==> src/rtl/ram_fifo_ctrl_if.sv <==
`default_nettype none
// +--------------------------------------------------------------------+
// | Module : ram_fifo_ctrl_if                                          |
// | Brief  : Stream and RAM-port bundle for the ram_fifo_ctrl block.   |
// | Rev    : 1.0  initial release                                      |
// +--------------------------------------------------------------------+
interface ram_fifo_ctrl_if #(
    parameter int D_WIDTH = 8,
    parameter int A_WIDTH = 4
);
    logic               in_valid;
    logic               in_ready;
    logic [D_WIDTH-1:0] in_data;
    logic               out_valid;
    logic               out_ready;
    logic [D_WIDTH-1:0] out_data;
    logic               ram_write_enable;
    logic [A_WIDTH-1:0] ram_address_write;
    logic [D_WIDTH-1:0] ram_data_write;
    logic [A_WIDTH-1:0] ram_address_read;
    logic [D_WIDTH-1:0] ram_data_read;
    logic [A_WIDTH+1:0] count;

    // The controller is the slave; the surrounding system is the master.
    modport slave (
        input  in_valid, in_data, out_ready, ram_data_read,
        output in_ready, out_valid, out_data, ram_write_enable,
               ram_address_write, ram_data_write, ram_address_read, count
    );

    modport master (
        output in_valid, in_data, out_ready, ram_data_read,
        input  in_ready, out_valid, out_data, ram_write_enable,
               ram_address_write, ram_data_write, ram_address_read, count
    );
endinterface
`default_nettype wire

==> src/rtl/ram_fifo_ctrl.sv <==
`default_nettype none
// +--------------------------------------------------------------------+
// | Module : ram_fifo_ctrl                                             |
// | Brief  : FIFO controller around a dual-port RAM with 1-cycle read  |
// |          latency and a 2-entry output buffer. Optional flush port  |
// |          enabled by RAM_FIFO_CTRL_FLUSH_EN.                        |
// | Rev    : 1.0  initial release                                      |
// +--------------------------------------------------------------------+
module ram_fifo_ctrl #(
    parameter int D_WIDTH = 8,
    parameter int A_WIDTH = 4
) (
    input  logic                 clk,
    input  logic                 reset,
`ifdef RAM_FIFO_CTRL_FLUSH_EN
    input  logic                 flush,
`endif
    ram_fifo_ctrl_if.slave       bus
);
    localparam int                 C_DEPTH     = 2 ** A_WIDTH;
    localparam logic [A_WIDTH:0]   C_DEPTH_CNT = (A_WIDTH + 1)'(C_DEPTH);
    localparam logic [A_WIDTH:0]   C_CNT_ONE   = (A_WIDTH + 1)'(1);
    localparam logic [A_WIDTH-1:0] C_PTR_ONE   = A_WIDTH'(1);

    logic [A_WIDTH-1:0] wr_ptr_q, wr_ptr_d;
    logic [A_WIDTH-1:0] rd_ptr_q, rd_ptr_d;
    logic [A_WIDTH:0]   ram_count_q, ram_count_d;
    logic               read_pending_q, read_pending_d;
    logic [1:0]         ob_count_q, ob_count_d;
    logic [D_WIDTH-1:0] ob0_q, ob0_d;
    logic [D_WIDTH-1:0] ob1_q, ob1_d;

    logic               w_in_ready;
    logic               w_push;
    logic               w_out_valid;
    logic               w_pop;
    logic [2:0]         w_ob_next;
    logic               w_issue;

`ifdef RAM_FIFO_CTRL_FLUSH_EN
    assign w_in_ready = !reset && !flush && (ram_count_q < C_DEPTH_CNT);
`else
    assign w_in_ready = !reset && (ram_count_q < C_DEPTH_CNT);
`endif
    assign w_push      = bus.in_valid && w_in_ready;
    assign w_out_valid = (ob_count_q != 2'd0);
    assign w_pop       = w_out_valid && bus.out_ready;
    assign w_ob_next   = {1'b0, ob_count_q} + {2'b00, read_pending_q} - {2'b00, w_pop};
    // Only read when the buffer can absorb the word landing next cycle.
    assign w_issue     = (ram_count_q != '0) && (w_ob_next <= 3'd1);

    assign bus.in_ready          = w_in_ready;
    assign bus.ram_write_enable  = w_push;
    assign bus.ram_address_write = wr_ptr_q;
    assign bus.ram_data_write    = bus.in_data;
    assign bus.ram_address_read  = rd_ptr_q;
    assign bus.out_valid         = w_out_valid;
    assign bus.out_data          = ob0_q;
    assign bus.count             = {1'b0, ram_count_q}
                                 + {{(A_WIDTH + 1){1'b0}}, read_pending_q}
                                 + {{A_WIDTH{1'b0}}, ob_count_q};

    always_comb begin
        wr_ptr_d       = wr_ptr_q;
        rd_ptr_d       = rd_ptr_q;
        ram_count_d    = ram_count_q;
        read_pending_d = w_issue;
        ob_count_d     = w_ob_next[1:0];
        ob0_d          = ob0_q;
        ob1_d          = ob1_q;

        if (w_push)  wr_ptr_d = wr_ptr_q + C_PTR_ONE;
        if (w_issue) rd_ptr_d = rd_ptr_q + C_PTR_ONE;

        case ({w_push, w_issue})
            2'b10:   ram_count_d = ram_count_q + C_CNT_ONE;
            2'b01:   ram_count_d = ram_count_q - C_CNT_ONE;
            default: ram_count_d = ram_count_q;
        endcase

        // ob0 is the head; a landing word goes to the first free slot after any pop.
        if (read_pending_q) begin
            if ((ob_count_q == 2'd0) || ((ob_count_q == 2'd1) && w_pop)) begin
                ob0_d = bus.ram_data_read;
            end else if (ob_count_q == 2'd1) begin
                ob1_d = bus.ram_data_read;
            end else begin
                ob0_d = ob1_q;
                ob1_d = bus.ram_data_read;
            end
        end else if (w_pop && (ob_count_q == 2'd2)) begin
            ob0_d = ob1_q;
        end
    end

    always_ff @(posedge clk) begin
        if (reset) begin
            wr_ptr_q       <= '0;
            rd_ptr_q       <= '0;
            ram_count_q    <= '0;
            read_pending_q <= 1'b0;
            ob_count_q     <= 2'd0;
            ob0_q          <= '0;
            ob1_q          <= '0;
`ifdef RAM_FIFO_CTRL_FLUSH_EN
        end else if (flush) begin
            // Buffer storage is left alone so out_data keeps its last value.
            wr_ptr_q       <= '0;
            rd_ptr_q       <= '0;
            ram_count_q    <= '0;
            read_pending_q <= 1'b0;
            ob_count_q     <= 2'd0;
`endif
        end else begin
            wr_ptr_q       <= wr_ptr_d;
            rd_ptr_q       <= rd_ptr_d;
            ram_count_q    <= ram_count_d;
            read_pending_q <= read_pending_d;
            ob_count_q     <= ob_count_d;
            ob0_q          <= ob0_d;
            ob1_q          <= ob1_d;
        end
    end
endmodule
`default_nettype wire
==> src/flat_wrapper.sv <==
// flat-port wrapper written by rule: the top's interface ports become plain ports
module ram_fifo_ctrl_flat 
#(
    parameter int D_WIDTH = 8,
    parameter int A_WIDTH = 4
)
  (clk, reset, bus_in_valid, bus_in_data, bus_out_ready, bus_ram_data_read, bus_in_ready, bus_out_valid, bus_out_data, bus_ram_write_enable, bus_ram_address_write, bus_ram_data_write, bus_ram_address_read, bus_count);
  ram_fifo_ctrl_if #(.D_WIDTH(D_WIDTH), .A_WIDTH(A_WIDTH)) bus_i ();
  input  logic clk;
  input  logic reset;
  input wire logic [$bits(bus_i.in_valid)-1:0] bus_in_valid;
  input wire logic [$bits(bus_i.in_data)-1:0] bus_in_data;
  input wire logic [$bits(bus_i.out_ready)-1:0] bus_out_ready;
  input wire logic [$bits(bus_i.ram_data_read)-1:0] bus_ram_data_read;
  output wire logic [$bits(bus_i.in_ready)-1:0] bus_in_ready;
  output wire logic [$bits(bus_i.out_valid)-1:0] bus_out_valid;
  output wire logic [$bits(bus_i.out_data)-1:0] bus_out_data;
  output wire logic [$bits(bus_i.ram_write_enable)-1:0] bus_ram_write_enable;
  output wire logic [$bits(bus_i.ram_address_write)-1:0] bus_ram_address_write;
  output wire logic [$bits(bus_i.ram_data_write)-1:0] bus_ram_data_write;
  output wire logic [$bits(bus_i.ram_address_read)-1:0] bus_ram_address_read;
  output wire logic [$bits(bus_i.count)-1:0] bus_count;
  assign bus_i.in_valid = bus_in_valid;
  assign bus_i.in_data = bus_in_data;
  assign bus_i.out_ready = bus_out_ready;
  assign bus_i.ram_data_read = bus_ram_data_read;
  assign bus_in_ready = bus_i.in_ready;
  assign bus_out_valid = bus_i.out_valid;
  assign bus_out_data = bus_i.out_data;
  assign bus_ram_write_enable = bus_i.ram_write_enable;
  assign bus_ram_address_write = bus_i.ram_address_write;
  assign bus_ram_data_write = bus_i.ram_data_write;
  assign bus_ram_address_read = bus_i.ram_address_read;
  assign bus_count = bus_i.count;
  ram_fifo_ctrl #(.D_WIDTH(D_WIDTH), .A_WIDTH(A_WIDTH)) u_core (.clk(clk), .reset(reset), .bus(bus_i));
endmodule
==> config.mk <==
export PLATFORM = sky130hd
export DESIGN_NAME = ram_fifo_ctrl_flat
export DESIGN_NICKNAME = d
export VERILOG_FILES = /design/src/rtl/ram_fifo_ctrl_if.sv /design/src/rtl/ram_fifo_ctrl.sv /design/src/flat_wrapper.sv
export SDC_FILE = /design/constraint.sdc
export NUM_CORES = 1
export LEC_CHECK = 0
export CAP_MARGIN = 20
export CORE_ASPECT_RATIO = 0.9
export CORE_UTILIZATION = 50
export CTS_CLUSTER_SIZE = 14
export DETAILED_ROUTE_END_ITERATION = 12
export PLACE_DENSITY = 0.85
export SLEW_MARGIN = 20
export SYNTH_ARGS = -nofsm -noshare
export SYNTH_HDL_FRONTEND = slang
export SYNTH_SLANG_ARGS = --single-unit
==> constraint.sdc <==
create_clock -name clk -period 8.7 [get_ports clk]
set_input_delay 2.175 -clock clk [delete_from_list [all_inputs] [get_ports clk]]
set_output_delay 2.175 -clock clk [all_outputs]
set_load 0.01 [all_outputs]
==> out/metrics.yaml <==
outcome: "finished clean"
cp_slowest_cell: "clkdlybuf4s50_1"
path_max_fanout: 36
dp.cells: 246
crit_type: "in2out"
start_util: 0.5441
die_w_um: 63.83
drcViolationCount: 0
tns_ns: 0
dieArea_um2: 3680
wirelength_um: 3460
comb_power_share: 0.445
numCtsBuffers: 5
hold_path.class: "reg2reg"
p_switching_mw: 0.2154
p_leak_nw: 0.9599
crit_chain: "clkdlybuf4s50_1 > buf_4 > nor2_1 > nand2_1 > inv_1 > clkdlybuf4s50_1"
final_common_cell: "clkdlybuf4s50_1"
grt_pass1_wl_um: 6016
die_h_um: 57.65
yosysSeqAreaShare: 0.3724
overflow: 0
fin_crit_sh: 0.7000
hold_ws_ns: 0.4957
numClockSinks: 32
grt_max_degree: 37
grt.total_usage: 0.2131
worst_setup_path_start_kind: "input pin"
wire_per_inst_um: 13.62
netlist_instances: 183
dp_hpwl_um: 2443
drv_cap: 0
worstMarginPinSlew_ns: 0.5284
pwr_density_cell_nw_per_um2: 290.3
nets: 244
antenna_cells: 0
final-hold-violation-count: 0
drt_first_iter_violations: 47
antenna_found_initial: 0
synth_edf_count: 0
core_area_um2: 3162
syn_nets: 216
vias_per_cell: 5.252
drive_above_1_share: 0.07075
syn_area_per_cell_um2: 9.401
finalMaxSlewViolations: 0
cpPeakStageDelay_ns: 0.57
first_pass_iters: 4
h-tree-depth: 2
final-setup-viol-count: 0
ant_nets: 0
ctsHoldBuffers: 0
period_needed_ns: 6.090
clk_latency_ns: 0.28
clk_pin_slew_worst_paths_ns: 0.06
nFillCells: 249
synth-main-ff-cell: "dfxtp_1"
post_synth_num_cell_types: 36
cts_tree: "built"
cp.required_ns: 6.53
switching_share: 0.3444
internal_power_mw: 0.4101
layout.cells.non_filler: 254
final_cell_mix: "36 x clkdlybuf4s50_1, 32 x dfxtp_1, 23 x nor2_1, 18 x mux2i_1, 11 x inv_1"
endpoint_kind: "output port"
grt_setup_unrepaired: "false"
post-cts-setup-buffer-count: 0
arrival_ns: 3.91
place.port_buffers: 36
syn2layout_area_growth_pct: 25.24
yosys_warnings: 0
vias: 1334
clockPowerShare: 0.221
io_pins: 53
root_buffer: "clkbuf_8"
fin_skew_ns: 0.005045
clockBufferDepth: 2
rows: 19
gp_congestion: 0.7058
grt_pass1_vias: 1386
slew_headroom: 0.6468
cts_resized: 0
async_reset_ff_frac: 0
crit_path_frequent_cell: "clkdlybuf4s50_1"
fmax_mhz: 164.2
ys_seq_elements: 32
syn_area_um2: 1720
sequentialPowerShare: 0.334
peakVddDrop_v: 0.0001854
worst max-delay path: cells and delay by family:
kind                   cells  cell delay (ns)
and+or+nand+nor            2             0.35
buffers and inverters      4             1.38
cells by family (layout without fill, tap and decap cells):
family / after synthesis / after routing / synth area share
AOI/OAI and AO/OA: 21 / 21 / 0.09164
xor gates and xnor gates: 9 / 9 / 0.04581
adders and majority gates: 13 / 13 / 0.1120
buffers and inverters: 27 / 56 / 0.07855
DFF: 32 / 32 / 0.3724
muxes: 20 / 20 / 0.1178
and+or+nand+nor: 61 / 61 / 0.1818
power by group through the flow:
stage	combinational, mW	sequential [mW]	clock, mW
after detailed placement	0.278	0.212	0
after CTS	0.282	0.209	0.138
after global placement	0.266	0.210	0
after global routing	0.307	0.214	0.147
after floorplan	0.168	0.219	0
final	0.278	0.209	0.138
Yosys cell counts (3+ instances only):
cell      number  area [um^2]
buf_4          8        60.06
nor2b_1        7        43.79
buf_2          3        15.01
inv_1         11        41.29
a21oi_1        5        25.02
xnor2_1        5        43.79
nor3_1         9        45.04
clkbuf_1       5        18.77
mux2i_1       18        180.2
ha_1           9        112.6
fa_1           4        80.08
a211oi_1       8        60.06
nand3_1        4        20.02
dfxtp_1       32        640.6
xor2_1         4        35.03
nor2_1        23        86.33
nand2_1        5        18.77
routing by layer:
metal  GRT usage  vias to the layer above  wire, um
li1            -                      670         -
met1      0.2350                      619      1501
met2      0.3982                       35      1735
met3     0.04921                       10       169
met4     0.08117                        0        54
met5           0                        -         0
sequential cells by signal, summed over array words and instances (netlist names):
signal and cells:
u_core.bus.out_data 8, u_core.bus.ram_address_write 4, u_core.ob_count_q 2, u_core.bus.ram_address_read 4, u_core.ram_count_q 5, u_core.read_pending_q 1
u_core.ob1_q 8
final timing paths:
path	end	depth (start not counted)	slack, ns	from
max	bus_ram_write_enable	6	2.61	reset
min	u_core.ob1_q[3]	2	0.50	u_core.ob1_q[3]
max reg2reg	u_core.ram_count_q[4]	16	4.73	u_core.ob_count_q[1]
min reg2reg	u_core.ob1_q[3]	2	0.50	u_core.ob1_q[3]
per-stage QoR:
stage	area (um^2)	power, mW	worst slack, ns	util
final	2155	0.6255	2.610	0.6814
after floorplan	1720	0.3868	3.491	-
after global routing	2155	0.6677	2.510	0.6814
after CTS	2155	0.6292	2.611	0.6814
after global placement	2047	0.4763	2.719	0.6474
after detailed placement	2047	0.4898	2.670	0.6474
layout make-up:
cell class | count | area, um^2 | share of cell area
clock buffers | 6 | 72.57 | 0.03368
clock inverters | 2 | 35.03 | 0.01626
inverters | 11 | 41.29 | 0.01916
multi-input cells | 124 | 944.7 | 0.4384
flip-flops and latches | 32 | 640.6 | 0.2973
well taps | 42 | 52.55 | 0.02439
repair buffers | 37 | 367.9 | 0.1707
Power figures use the tool's default switching activity.
